<file path="src/rtl/fifo_uart_pkg.sv">
// fifo_uart_pkg: state encoding and parity-mode constants shared by fifo_uart_tx
package fifo_uart_pkg;
    typedef enum logic [2:0] {S_IDLE, S_FETCH, S_LOAD, S_START, S_DATA, S_PARITY, S_STOP} tx_state_t;
    localparam int PAR_NONE = 0;
    localparam int PAR_EVEN = 1;
    localparam int PAR_ODD  = 2;
endpackage

</file>
<file path="src/rtl/fifo_uart_tx_if.sv">
// fifo_uart_tx_if: FIFO read port plus serial-line status of fifo_uart_tx
//   fifo_empty, fifo_rd_data : from the FIFO (registered read)
//   fifo_rd_en               : single-cycle pop strobe to the FIFO
//   tx, busy, frame_done     : serial line and frame status
interface fifo_uart_tx_if #(parameter int DATA_BITS = 8);
    logic                 fifo_empty;
    logic [DATA_BITS-1:0] fifo_rd_data;
    logic                 fifo_rd_en;
    logic                 tx;
    logic                 busy;
    logic                 frame_done;
    modport master (output fifo_empty, fifo_rd_data, input fifo_rd_en, tx, busy, frame_done);
    modport slave  (input fifo_empty, fifo_rd_data, output fifo_rd_en, tx, busy, frame_done);
endinterface

</file>
<file path="src/rtl/uart_baud_gen.sv">
// uart_baud_gen: bit-period counter with enable and synchronous clear
//   clk, reset : clock, synchronous active-high reset
//   clk_en     : counter advances only when high
//   clear      : restart the bit period at 0
//   bit_tick   : high on the last cycle of a bit period
module uart_baud_gen #(
    parameter int CLKS_PER_BIT = 868
) (
    input  logic clk,
    input  logic reset,
    input  logic clk_en,
    input  logic clear,
    output logic bit_tick
);
    localparam int CW = $clog2(CLKS_PER_BIT);
    logic [CW-1:0] cnt;
    assign bit_tick = cnt == CW'(CLKS_PER_BIT - 1);
    always_ff @(posedge clk)
        if (reset) cnt <= '0;
        else if (clk_en) cnt <= (clear || bit_tick) ? '0 : cnt + CW'(1);
endmodule

</file>
<file path="src/rtl/fifo_uart_tx.sv">
// fifo_uart_tx: pops bytes from a synchronous FIFO and sends them as UART frames
//   clk, reset, clk_en : clock, synchronous active-high reset, global enable
//   bus (slave)        : fifo_empty/fifo_rd_data in, fifo_rd_en/tx/busy/frame_done out
module fifo_uart_tx
    import fifo_uart_pkg::*;
#(
    parameter int DATA_BITS    = 8,
    parameter int CLKS_PER_BIT = 868,
    parameter int STOP_BITS    = 1,
    parameter int PARITY       = 0
) (
    input logic           clk,
    input logic           reset,
    input logic           clk_en,
    fifo_uart_tx_if.slave bus
);
    localparam int BW = $clog2(DATA_BITS + 1);
    tx_state_t            state, state_n;
    logic [DATA_BITS-1:0] sh, sh_n;
    logic [BW-1:0]        bit_idx, bit_n;
    logic                 par, par_n, tx_q, tx_n, tick, last_stop;
    uart_baud_gen #(.CLKS_PER_BIT(CLKS_PER_BIT)) u_baud (
        .clk(clk),
        .reset(reset),
        .clk_en(clk_en),
        .clear(state_n != state),
        .bit_tick(tick)
    );
    assign last_stop      = state == S_STOP && tick && bit_idx == BW'(STOP_BITS - 1);
    assign bus.fifo_rd_en = clk_en && state == S_FETCH && !bus.fifo_empty;
    assign bus.busy       = state != S_IDLE;
    assign bus.frame_done = clk_en && last_stop;
    assign bus.tx         = tx_q;
    always_comb begin
        state_n = state;
        sh_n    = sh;
        bit_n   = bit_idx;
        par_n   = par;
        case (state)
            S_IDLE:   state_n = bus.fifo_empty ? S_IDLE : S_FETCH;
            S_FETCH:  state_n = S_LOAD;
            S_LOAD: begin
                sh_n    = bus.fifo_rd_data;
                par_n   = PARITY == PAR_EVEN ? ^bus.fifo_rd_data : ~^bus.fifo_rd_data;
                state_n = S_START;
            end
            S_START:  state_n = tick ? S_DATA : S_START;
            S_DATA:
                if (tick) begin
                    sh_n  = sh >> 1;
                    bit_n = bit_idx + BW'(1);
                    if (bit_idx == BW'(DATA_BITS - 1)) state_n = PARITY != PAR_NONE ? S_PARITY : S_STOP;
                end
            S_PARITY: state_n = tick ? S_STOP : S_PARITY;
            S_STOP:
                if (last_stop) state_n = bus.fifo_empty ? S_IDLE : S_FETCH;
                else if (tick) bit_n = bit_idx + BW'(1);
            default:  state_n = S_IDLE;
        endcase
        if (state_n != state) bit_n = '0;
        // tx is registered from the next state so the line changes on the state-entry edge
        tx_n = state_n == S_START ? 1'b0 : state_n == S_DATA ? sh_n[0] : state_n == S_PARITY ? par_n : 1'b1;
    end
    always_ff @(posedge clk)
        if (reset) begin
            state   <= S_IDLE;
            sh      <= '0;
            bit_idx <= '0;
            par     <= 1'b0;
            tx_q    <= 1'b1;
        end else if (clk_en) begin
            state   <= state_n;
            sh      <= sh_n;
            bit_idx <= bit_n;
            par     <= par_n;
            tx_q    <= tx_n;
        end
endmodule

</file>
<file path="src/flat_wrapper.sv">
// flat-port wrapper written by rule: the top's interface ports become plain ports
module fifo_uart_tx_flat import fifo_uart_pkg::*;
#(
    parameter int DATA_BITS    = 8,
    parameter int CLKS_PER_BIT = 868,
    parameter int STOP_BITS    = 1,
    parameter int PARITY       = 0
)
  (clk, reset, clk_en, bus_fifo_empty, bus_fifo_rd_data, bus_fifo_rd_en, bus_tx, bus_busy, bus_frame_done);
  fifo_uart_tx_if #(.DATA_BITS(DATA_BITS)) bus_i ();
  input logic clk;
  input logic reset;
  input logic clk_en;
  input wire logic [$bits(bus_i.fifo_empty)-1:0] bus_fifo_empty;
  input wire logic [$bits(bus_i.fifo_rd_data)-1:0] bus_fifo_rd_data;
  output wire logic [$bits(bus_i.fifo_rd_en)-1:0] bus_fifo_rd_en;
  output wire logic [$bits(bus_i.tx)-1:0] bus_tx;
  output wire logic [$bits(bus_i.busy)-1:0] bus_busy;
  output wire logic [$bits(bus_i.frame_done)-1:0] bus_frame_done;
  assign bus_i.fifo_empty = bus_fifo_empty;
  assign bus_i.fifo_rd_data = bus_fifo_rd_data;
  assign bus_fifo_rd_en = bus_i.fifo_rd_en;
  assign bus_tx = bus_i.tx;
  assign bus_busy = bus_i.busy;
  assign bus_frame_done = bus_i.frame_done;
  fifo_uart_tx #(.DATA_BITS(DATA_BITS), .CLKS_PER_BIT(CLKS_PER_BIT), .STOP_BITS(STOP_BITS), .PARITY(PARITY)) u_core (.clk(clk), .reset(reset), .clk_en(clk_en), .bus(bus_i));
endmodule
</file>
<file path="config.mk">
export PLATFORM = sky130hd
export DESIGN_NAME = fifo_uart_tx_flat
export DESIGN_NICKNAME = d
export VERILOG_FILES = /design/src/rtl/fifo_uart_pkg.sv /design/src/rtl/fifo_uart_tx_if.sv /design/src/rtl/uart_baud_gen.sv /design/src/rtl/fifo_uart_tx.sv /design/src/flat_wrapper.sv
export SDC_FILE = /design/constraint.sdc
export NUM_CORES = 1
export LEC_CHECK = 0
export CAP_MARGIN = 10
export CORE_ASPECT_RATIO = 1.75
export CORE_MARGIN = 8
export CORE_UTILIZATION = 51
export DETAILED_ROUTE_END_ITERATION = 7
export PLACE_DENSITY = 0.71
export SKIP_CTS_REPAIR_TIMING = 1
export SLEW_MARGIN = 20
export SYNTH_ARGS = -nofsm -noshare
export SYNTH_HDL_FRONTEND = slang
export SYNTH_SLANG_ARGS = --single-unit
</file>
<file path="constraint.sdc">
create_clock -name clk -period 2.2 [get_ports clk]
set_clock_uncertainty 0.2 [all_clocks]
set_input_delay 0.22 -clock clk [delete_from_list [all_inputs] [get_ports clk]]
set_output_delay 0.22 -clock clk [all_outputs]
set_load 0.005 [all_outputs]
</file>
==> summary.md <==
| Metric | Value |
|---|---|
| Run status | `finished, final reports clean` |
| Achievable Freq | `469 MHz` |
| DRT Pass-1 Iters | `4` |
| Filler cell count | `~270` |
| GPL Wtd Cong | `0.873` |
| Worst ir drop on vdd | `between 0.0003 and 0.0004 V` |
| Number of storage elements in the synthesis netlist | `27` |
| Post-Synthesis Mean Instance Area | `8.24 µm²` |
| Worst relative slew slack | `0.708` |
| Post-synth top area share | `0.327` |
| Slowest cell delay on critical path | `~0.56 ns` |
| Die ar. | `0.00540 mm²` |
| Area leader, netlist | `dfxtp_1` |
| Total of warnings raised by yosys | `0` |
| Launching element type of the critical path | `primary input` |
| Arrival time of data at the critical path endpoint | `between 1.5 and 2 ns` |
| Time the worst path needs with I/O delays and setup | `2.13 ns` |
| Share of cells above drive strength 1 | `0.198` |
| Global-route wire length before repair | `around 7400 µm` |
| Setup CP Type | `in -> out` |
| Portion of the post-synthesis area used by sequential elements | `0.327` |
| Power Dens Cells | `approximately 500 mW/mm²` |
| Number of buffers inserted during clock tree synthesis | `3` |
| Area grow syn2layout | `22.7%` |
| Yosys cell types | `52` |
| Antenna diode instance count | `0` |
| Clock tree root buffer cell | `clkbuf_8` |
| Insertion delay to the later sink of the worst-skew pair | `0.28 ns` |
| Crit end category | `output pin` |
| Synth top area cells | `dfxtp_1 (33%), nor2_1 (6.3%), xnor2_1 (5.3%), a22o_1 (4.2%), nand2_1 (3.9%)` |
| Die Wd | `59.1 µm` |
| Initial antenna violation count | `0` |
| Number of rows in the core area | `27` |
| Most common cell after layout, fill and taps aside | `nor2_1` |
| Pin count of the biggest net entering global routing | `17` |
| Master of the slowest instance on the critical path | `clkdlybuf4s50_1` |
| Number of vias in the routed layout | `1595` |
| Number of global-route vias before repair | `1679` |
| Sinks on the clock net | `27` |
| Most frequent cells in the layout | `nor2_1 (27), dfxtp_1 (23), buf_4 (20), nand2_1 (17), clkdlybuf4s50_1 (14)` |
| Number of port buffers | `15` |
| Core Region | `around 0.0031 mm²` |
| Net count after synthesis | `around 220` |
| TritonCTS clock tree | `done` |
| Total wirelength of the detailed-routed design | `4370 µm` |
| Final setup violating endpoints | `0` |
| Data required time at the worst endpoint | `1.78 ns` |
| Routed wire per std cell | `16.2 µm` |
| Leakage power | `0.772 nW` |
| Dominant synthesized flop cell | `dfxtp_1` |
| Number of flops mapped to enable cells by yosys | `0` |
| Number of failing hold endpoints at the final stage | `0` |
| Remaining number of nets flagged by the antenna check after routing | `0` |
| Total Power | `just over 1 mW` |
| Finished Layout Cells | `270` |
| Most numerous cell on the critical path | `clkdlybuf4s50_1` |
| Total of max-cap violations | `0` |
| Multi-input gate area | `0.00105 mm²` |
| Vertical die dimension | `91.4 µm` |
| Total global-route track usage | `0.170` |
| Maximum buffer depth of the clock tree | `2` |
| Count of pins over their slew limit | `0` |
| Detail Placement HPWL | `3320 µm` |
| Fraction of registers with async set/reset | `0` |
| Highest net fanout along the worst path | `2` |
| Count of boundary I/O pins | `16` |
| Final cell area excluding filler cells | `0.00203 mm²` |
| DR DRC count | `0` |
| Series of cell instances along the critical path | `clkdlybuf4s50_1, clkinv_1, nor4b_1, clkdlybuf4s50_1` |
| Count of nets after finishing | `243` |
| Gate count after technology mapping | `roughly 200` |
| Maximum level of the CTS H-tree | `1` |
| Total gr overflow | `0` |
| Violation count after the first detailed-route iteration | `54` |
| Share of the clock period used by the worst path after layout | `0.970` |
| Measured slew at the worst slew-check pin | `0.435 ns` |
| Combined area of all synthesized cells | `0.00166 mm²` |
| Dpl cell area | `0.00193 mm²` |
| Initial Util | `0.527` |
| Number of vias per cell | `about 5.9` |
| Register cell area after layout | `~550 µm²` |
| Type of the tightest min-delay check | `reg -> reg` |
| Clock-pin slew on the worst setup and hold paths | `0.09 ns` |
| Cell count after placement | `266` |
state kept, by name, summed over array words and instances (netlist names):
signal / flops
u_core.u_baud.cnt: 10
u_core.bit_idx: 4
u_core.sh: 8
u_core.bus.tx: 1
u_core.state: 3
u_core.par: 1
power by group:
part | switching, mW | total, mW | leakage, nW | internal (mW)
sequential | 0.0177 | 0.519 | 0.221 | 0.501
clock | 0.162 | 0.291 | 0.0217 | 0.129
combinational | 0.107 | 0.208 | 0.530 | 0.101
through the flow:
| step | TNS (ns) | utilization | hold WS, ns | setup WS (ns) |
|---|---|---|---|---|
| final | 0 | 0.646 | 0.295 | 0.0656 |
| after global routing | -0.00582 | 0.646 | 0.326 | -0.00582 |
| after CTS | -0.501 | 0.631 | 0.298 | -0.271 |
| after detailed placement | -0.0461 | 0.615 | 0.280 | -0.0299 |
| after global placement | 0 | 0.615 | 0.269 | 0.0570 |
| after floorplan | 0 | - | 0.192 | 0.166 |
Yosys cell counts, types with 3 or more instances:
library cell and instances:
a22o_1 8, xnor2_1 10, dfxtp_1 27, inv_1 6, clkbuf_1 7, nand4_1 4
nor2_1 28, o21ai_1 6, o21ai_0 4, and3_1 5, xor2_1 3, and2_1 3
a22oi_1 7, nand3_1 6, ha_1 3, nand2_1 17, a21oi_1 9, mux2i_1 3
routing by layer:
layer	vias up	share of wire	GRT usage
li1	774	-	-
met1	763	0.36	0.157
met2	44	0.56	0.318
met3	14	0.040	0.0311
met4	0	0.044	0.106
met5	-	0	0
final timing paths:
| path | startpoint | end | slack [ns] | depth (start not counted) |
|---|---|---|---|---|
| setup / recovery | clk_en | bus_fifo_rd_en | 0.07 | 4 |
| hold reg to reg | u_core.par$_SDFFE_PP0P_ | u_core.par$_SDFFE_PP0P_ | 0.30 | 2 |
| hold / removal | u_core.par$_SDFFE_PP0P_ | u_core.par$_SDFFE_PP0P_ | 0.30 | 2 |
| setup reg to reg | u_core.bit_idx[0]$_SDFFE_PP0P_ | u_core.bit_idx[2]$_SDFFE_PP0P_ | 0.13 | 7 |
critical path, delay by kind of cell:
family        cells  cell delay (ns)
simple gates      1             0.33
buf+inv           3             1.17
kinds of logic (layout without fill, tap and decap cells):
| group | count (synthesis) | count (layout) | share of synthesized area |
|---|---|---|---|
| compound gates | 55 | 55 | 0.255 |
| xor+xnor | 13 | 13 | 0.0688 |
| fa+ha+maj | 3 | 3 | 0.0227 |
| buf+inv | 20 | 46 | 0.0620 |
| flops | 27 | 27 | 0.327 |
| mux | 3 | 3 | 0.0181 |
| simple gates | 80 | 80 | 0.247 |
cell type report:
cell class / count / share of cell area
timing repair buffer: 35 / 0.149
sequential: 27 / 0.270
multi-input combinational: 154 / 0.518
inverter: 7 / 0.0129
tap: 43 / 0.0265
clock inverter: 1 / 0.00370
clock buffer: 3 / 0.0203
(Power assumes the default switching activity.)
==> RTL change 1: new RTL, same settings <==
One comparison of `bit_idx` changes from == to >=.
--- a/src/rtl/fifo_uart_tx.sv
+++ b/src/rtl/fifo_uart_tx.sv
@@ -49,7 +49,7 @@
                 if (tick) begin
                     sh_n  = sh >> 1;
                     bit_n = bit_idx + BW'(1);
-                    if (bit_idx == BW'(DATA_BITS - 1)) state_n = PARITY != PAR_NONE ? S_PARITY : S_STOP;
+                    if (bit_idx >= BW'(DATA_BITS - 1)) state_n = PARITY != PAR_NONE ? S_PARITY : S_STOP;
                 end
             S_PARITY: state_n = tick ? S_STOP : S_PARITY;
             S_STOP:
Formal check against the unedited RTL: same outputs for any inputs over 10 cycles, from zero or initial values and one cycle with reset high; that may be too few to reach the edited logic, so the function may still have changed.
==> RTL change 1 against the unedited design <==
- routed wire length down 2.4%
- final area up 4.3%
- total power down 1.1%
- setup slack better by 12 ps
- synthesized area down 2.0%
- first-iteration DRC count down 43%
- non-clock buffer count up 9
- fmax up 0.54%
- sequential cell count unchanged
- critical endpoint is now u_core.bit_idx[3]
==> RTL change 1: results (changes against the unedited design) <==
[placed_design]
dp_hpwl_um = 3240  ; was 3320 um
place_inst = 262  ; was 266
gp_congestion = 0.838  ; was 0.873
dp_slack_ps = 17.4  ; was -29.9 ps
place_area_um2 = 1940  ; was 1930 um2
numPortBuffers = 15  ; unchanged

[logic_synthesis]
synth_nets = 206  ; was 216
synth_cell_types = 43  ; was 52
postSynthAreaPerCell_um2 = 8.50  ; was 8.24 um2
async_flop_share_pct = 0  ; unchanged
synth_common_cells = 27 x dfxtp_1, 19 x nor2_1, 17 x nand2_1  ; was 28 x nor2_1, 27 x dfxtp_1, 17 x nand2_1
synth.top_cells.by_area = dfxtp_1 33%, xnor2_1 4.9%, a21oi_1 4.6%, nor2_1 4.4%, nand2_1 3.9%  ; was dfxtp_1 33%, nor2_1 6.3%, xnor2_1 5.3%, a22o_1 4.2%, nand2_1 3.9%
yosysSeqAreaShare_pct = 33.3  ; was 32.7%

[power_and_ir_drop]
p_int_w = 0.000734  ; was 0.000731 W
leakagePower_nw = 0.830  ; was 0.772 nW
powerSeq_w = 0.000512  ; was 0.000519 W
p_switching_w = 0.000273  ; was 0.000287 W
max-vdd-ir-drop_mv = 0.463  ; was 0.372 mV
clock_power_share_pct = 28.4  ; was 28.6%

[sta]
whs_ps = 263  ; was 295 ps
tightest_slew_ps = 327  ; was 435 ps
tns_ps = 0  ; unchanged

[worst_hold_path]
hp-start = u_core.sh[5]  ; was u_core.par
hold_depth = 2  ; unchanged
min_to = u_core.sh[5]  ; was u_core.par

[worst_setup_path]
worstRegToRegCells = 7  ; unchanged
reg2reg_slack_ps = 80  ; was 130 ps
r2r_start = u_core.bit_idx[0]  ; unchanged
critPathMaxFanout = 5  ; was 2
cp.arrival_ps = 2140  ; was 1710 ps
r2r_end = u_core.bit_idx[3]  ; was u_core.bit_idx[2]

[clock_network]
cts_max_level = 1  ; unchanged
cts.clk_slew.worst_paths_ps = 90  ; about the same
cts_buffers = 3  ; unchanged
clk_path_buf_depth = 2  ; unchanged

[global_route]
antenna_found_initial = 0  ; unchanged
grt_max_degree = 23  ; was 17
grt_util_met3_pct = 2.85  ; was 3.11%
grt_pass1_wl_um = 6910  ; was 7380 um
use_met1_pct = 14.7  ; was 15.7%
met2_usage_pct = 32.6  ; was 31.8%
grt_pass1_vias = 1593  ; was 1679
grt_use_total_pct = 16.0  ; was 17.0%

[status]
status = complete, no violations  ; unchanged

[detailed_routing]
wl_met3_um = 183  ; was 173 um
vias_per_cell = 5.87  ; was 5.91
first_iter_violations = 31  ; was 54
wl_met2_um = 2510  ; was 2440 um
routed_wl_um = 4270  ; was 4370 um
wl_per_cell_um = 15.8  ; was 16.2 um
met1_length_um = 1520  ; was 1570 um

[final_layout]
nFillCells = 261  ; was 274
drive_above_1_share_pct = 25.9  ; was 19.8%
diodes = 0  ; unchanged
layout.nets = 244  ; was 243

## RTL change 1: cell types whose count changed after synthesis, sizes merged, moves of 3 or more
cell / unedited run / this run
o21ai: 11 / 7
nand3: 6 / 3
a22o: 8 / 0
nor2: 28 / 19
xor2: 3 / 7
nand2b: 2 / 7
a21oi: 11 / 16
## RTL change 1: worst max path at each step
stage | from | end | slack [ps]
2_1_floorplan | u_core.u_baud.cnt[0] | u_core.bus.tx | 110
3_3_place_gp | u_core.bit_idx[0] | u_core.bit_idx[3] | 90
3_5_place_dp | u_core.bit_idx[0] | bus_frame_done | 20
4_1_cts | u_core.bit_idx[0] | bus_frame_done | -290
5_1_grt | u_core.u_baud.cnt[0] | u_core.bit_idx[2] | -40
6_report | u_core.bit_idx[0] | u_core.bit_idx[3] | 80
## RTL change 1: cell families (layout without fill, tap and decap cells)
group                    after synthesis  in the layout  share of synthesized area, %
multiplexers                           5              5                          3.70
XOR/XNOR                              16             16                          8.64
flip-flops                            27             27                          33.3
AO/OA/AOI/OAI                         47             47                          20.9
AND/OR/NAND/NOR                       77             77                          26.1
buffers and inverters                 16             53                          5.09
adder cells (fa/ha/maj)                3              3                          2.31
## RTL change 1: area by class of cell
type / instances / area [um2] / area share [%]
Multi-Input combinational cell: 148 / 1080 / 51.2
Sequential cell: 27 / 544 / 25.7
Timing Repair Buffer: 44 / 370 / 17.5
Tap cell: 43 / 53.8 / 2.54
Clock buffer: 3 / 41.3 / 1.95
Inverter: 5 / 18.8 / 0.886
Clock inverter: 1 / 5.00 / 0.236
## RTL change 1: worst max-delay path, cell delays in order (launching register included)
cell	delay, ps
dfxtp_2	350
inv_1	50
ha_2	170
nor3b_4	160
a221oi_4	350
o21ai_4	110
or4b_1	530
a21oi_1	140
==> RTL change 2: new RTL, same flow settings <==
Made on the original files. `CLKS_PER_BIT` is set to 868 in 3 places; all go to 217.
--- a/src/rtl/uart_baud_gen.sv
+++ b/src/rtl/uart_baud_gen.sv
@@ -4,7 +4,7 @@
 //   clear      : restart the bit period at 0
 //   bit_tick   : high on the last cycle of a bit period
 module uart_baud_gen #(
-    parameter int CLKS_PER_BIT = 868
+    parameter int CLKS_PER_BIT = 217
 ) (
     input  logic clk,
     input  logic reset,
--- a/src/rtl/fifo_uart_tx.sv
+++ b/src/rtl/fifo_uart_tx.sv
@@ -5,7 +5,7 @@
     import fifo_uart_pkg::*;
 #(
     parameter int DATA_BITS    = 8,
-    parameter int CLKS_PER_BIT = 868,
+    parameter int CLKS_PER_BIT = 217,
     parameter int STOP_BITS    = 1,
     parameter int PARITY       = 0
 ) (
--- a/src/flat_wrapper.sv
+++ b/src/flat_wrapper.sv
@@ -2,7 +2,7 @@
 module fifo_uart_tx_flat import fifo_uart_pkg::*;
 #(
     parameter int DATA_BITS    = 8,
-    parameter int CLKS_PER_BIT = 868,
+    parameter int CLKS_PER_BIT = 217,
     parameter int STOP_BITS    = 1,
     parameter int PARITY       = 0
 )
Check against the original RTL: no difference found for any inputs over 10 cycles, from zero or initial values and one cycle with reset high; that may be too few to reach the edited logic, so the function may still have changed.
==> RTL change 2 against the unedited design <==
- total power shrank 5.7%
- global-route usage increased by 0.32 points
- critical path type is now reg2out
- highest routed layer unchanged
- worst hold slack better by 12 ps
- non-clock buffer count rose by 1
- sequential cell count down 2
- final area down 2.9%
- synthesized area is 3.6% lower
- sequential share of layout area shrank 1.5 points
- routed wire length fell by 2.7%
- setup slack improved by 12 ps
==> RTL change 2: results (changes against the unedited design) <==
[placed_design]
place_area_um2 = 1910  ; was 1930 um2
gp_congestion = 0.918  ; was 0.873
dp_slack_ps = 67.3  ; was -29.9 ps
dp_hpwl_um = 3340  ; was 3320 um

[global_route]
grt_max_degree = 18  ; was 17
grt_use_total_pct = 17.3  ; was 17.0%
grt_pass1_vias = 1719  ; was 1679

[final_layout]
reg.largest.list = u_core.sh: 8 flops, u_core.u_baud.cnt: 8 flops, u_core.bit_idx: 4 flops  ; was u_core.u_baud.cnt: 10 flops, u_core.sh: 8 flops, u_core.bit_idx: 4 flops
multi_input_area_share_pct = 51.8  ; about the same
seq_area_um2 = 502  ; was 548 um2

[detailed_routing]
routed_wl_um = 4250  ; was 4370 um
wl_per_cell_um = 15.8  ; was 16.2 um
vias = 1605  ; was 1595
wl_met3_um = 204  ; was 173 um

[worst_setup_path]
r2r_end = u_core.u_baud.cnt[3]  ; was u_core.bit_idx[2]
cp-startpoint = u_core.state[2]  ; was clk_en
worstRegToRegCells = 8  ; was 7
critPathMaxFanout = 9  ; was 2
reg2reg_slack_ps = 90  ; was 130 ps

[logic_synthesis]
synth.top_cells.by_area = dfxtp_1 31%, xnor2_1 4.9%, a21oi_1 4.4%, nor2_1 4.2%, a22oi_1 3.8%  ; was dfxtp_1 33%, nor2_1 6.3%, xnor2_1 5.3%, a22o_1 4.2%, nand2_1 3.9%
synth_common_cells = 25 x dfxtp_1, 18 x nor2_1, 14 x a21oi_1  ; was 28 x nor2_1, 27 x dfxtp_1, 17 x nand2_1

[worst_hold_path]
min_to = u_core.sh[6]  ; was u_core.par
hp-start = u_core.sh[6]  ; was u_core.par

[sta]
whs_ps = 307  ; was 295 ps
max-slew-margin-rel_pct = 67.7  ; was 70.8%

[status]
status = complete, no violations  ; unchanged

RTL change 2: changes by cell type in the layout (fill, tap and decap cells not counted), moves of 3 or more:
| cell | delta |
|---|---|
| nand3_1 | +3 |
| a211oi_1 | +4 |
| a31oi_1 | +3 |
| a21oi_1 | +5 |
| o21ai_1 | -5 |
| nand4b_1 | +3 |
| nand2_1 | -5 |
| nor2_1 | -9 |
| nor2b_1 | +3 |
| nand4_1 | +3 |
RTL change 2: power by group:
part	total (W)	leakage [nW]	switching, W	internal [W]
Sequential	0.000478	0.203	0.0000129	0.000465
Clock	0.000277	0.0255	0.000150	0.000127
Combinational	0.000205	0.518	0.000104	0.000101
Total	0.000960	0.746	0.000268	0.000693
RTL change 2: cell families after synthesis:
group                      share of synthesized area, %
xor gates and xnor gates                           5.49
DFF                                                31.4
adders and majority gates                          3.14
buffers and inverters                              5.33
muxes                                             0.627
and+or+nand+nor                                    27.3
AOI/OAI and AO/OA                                  26.7
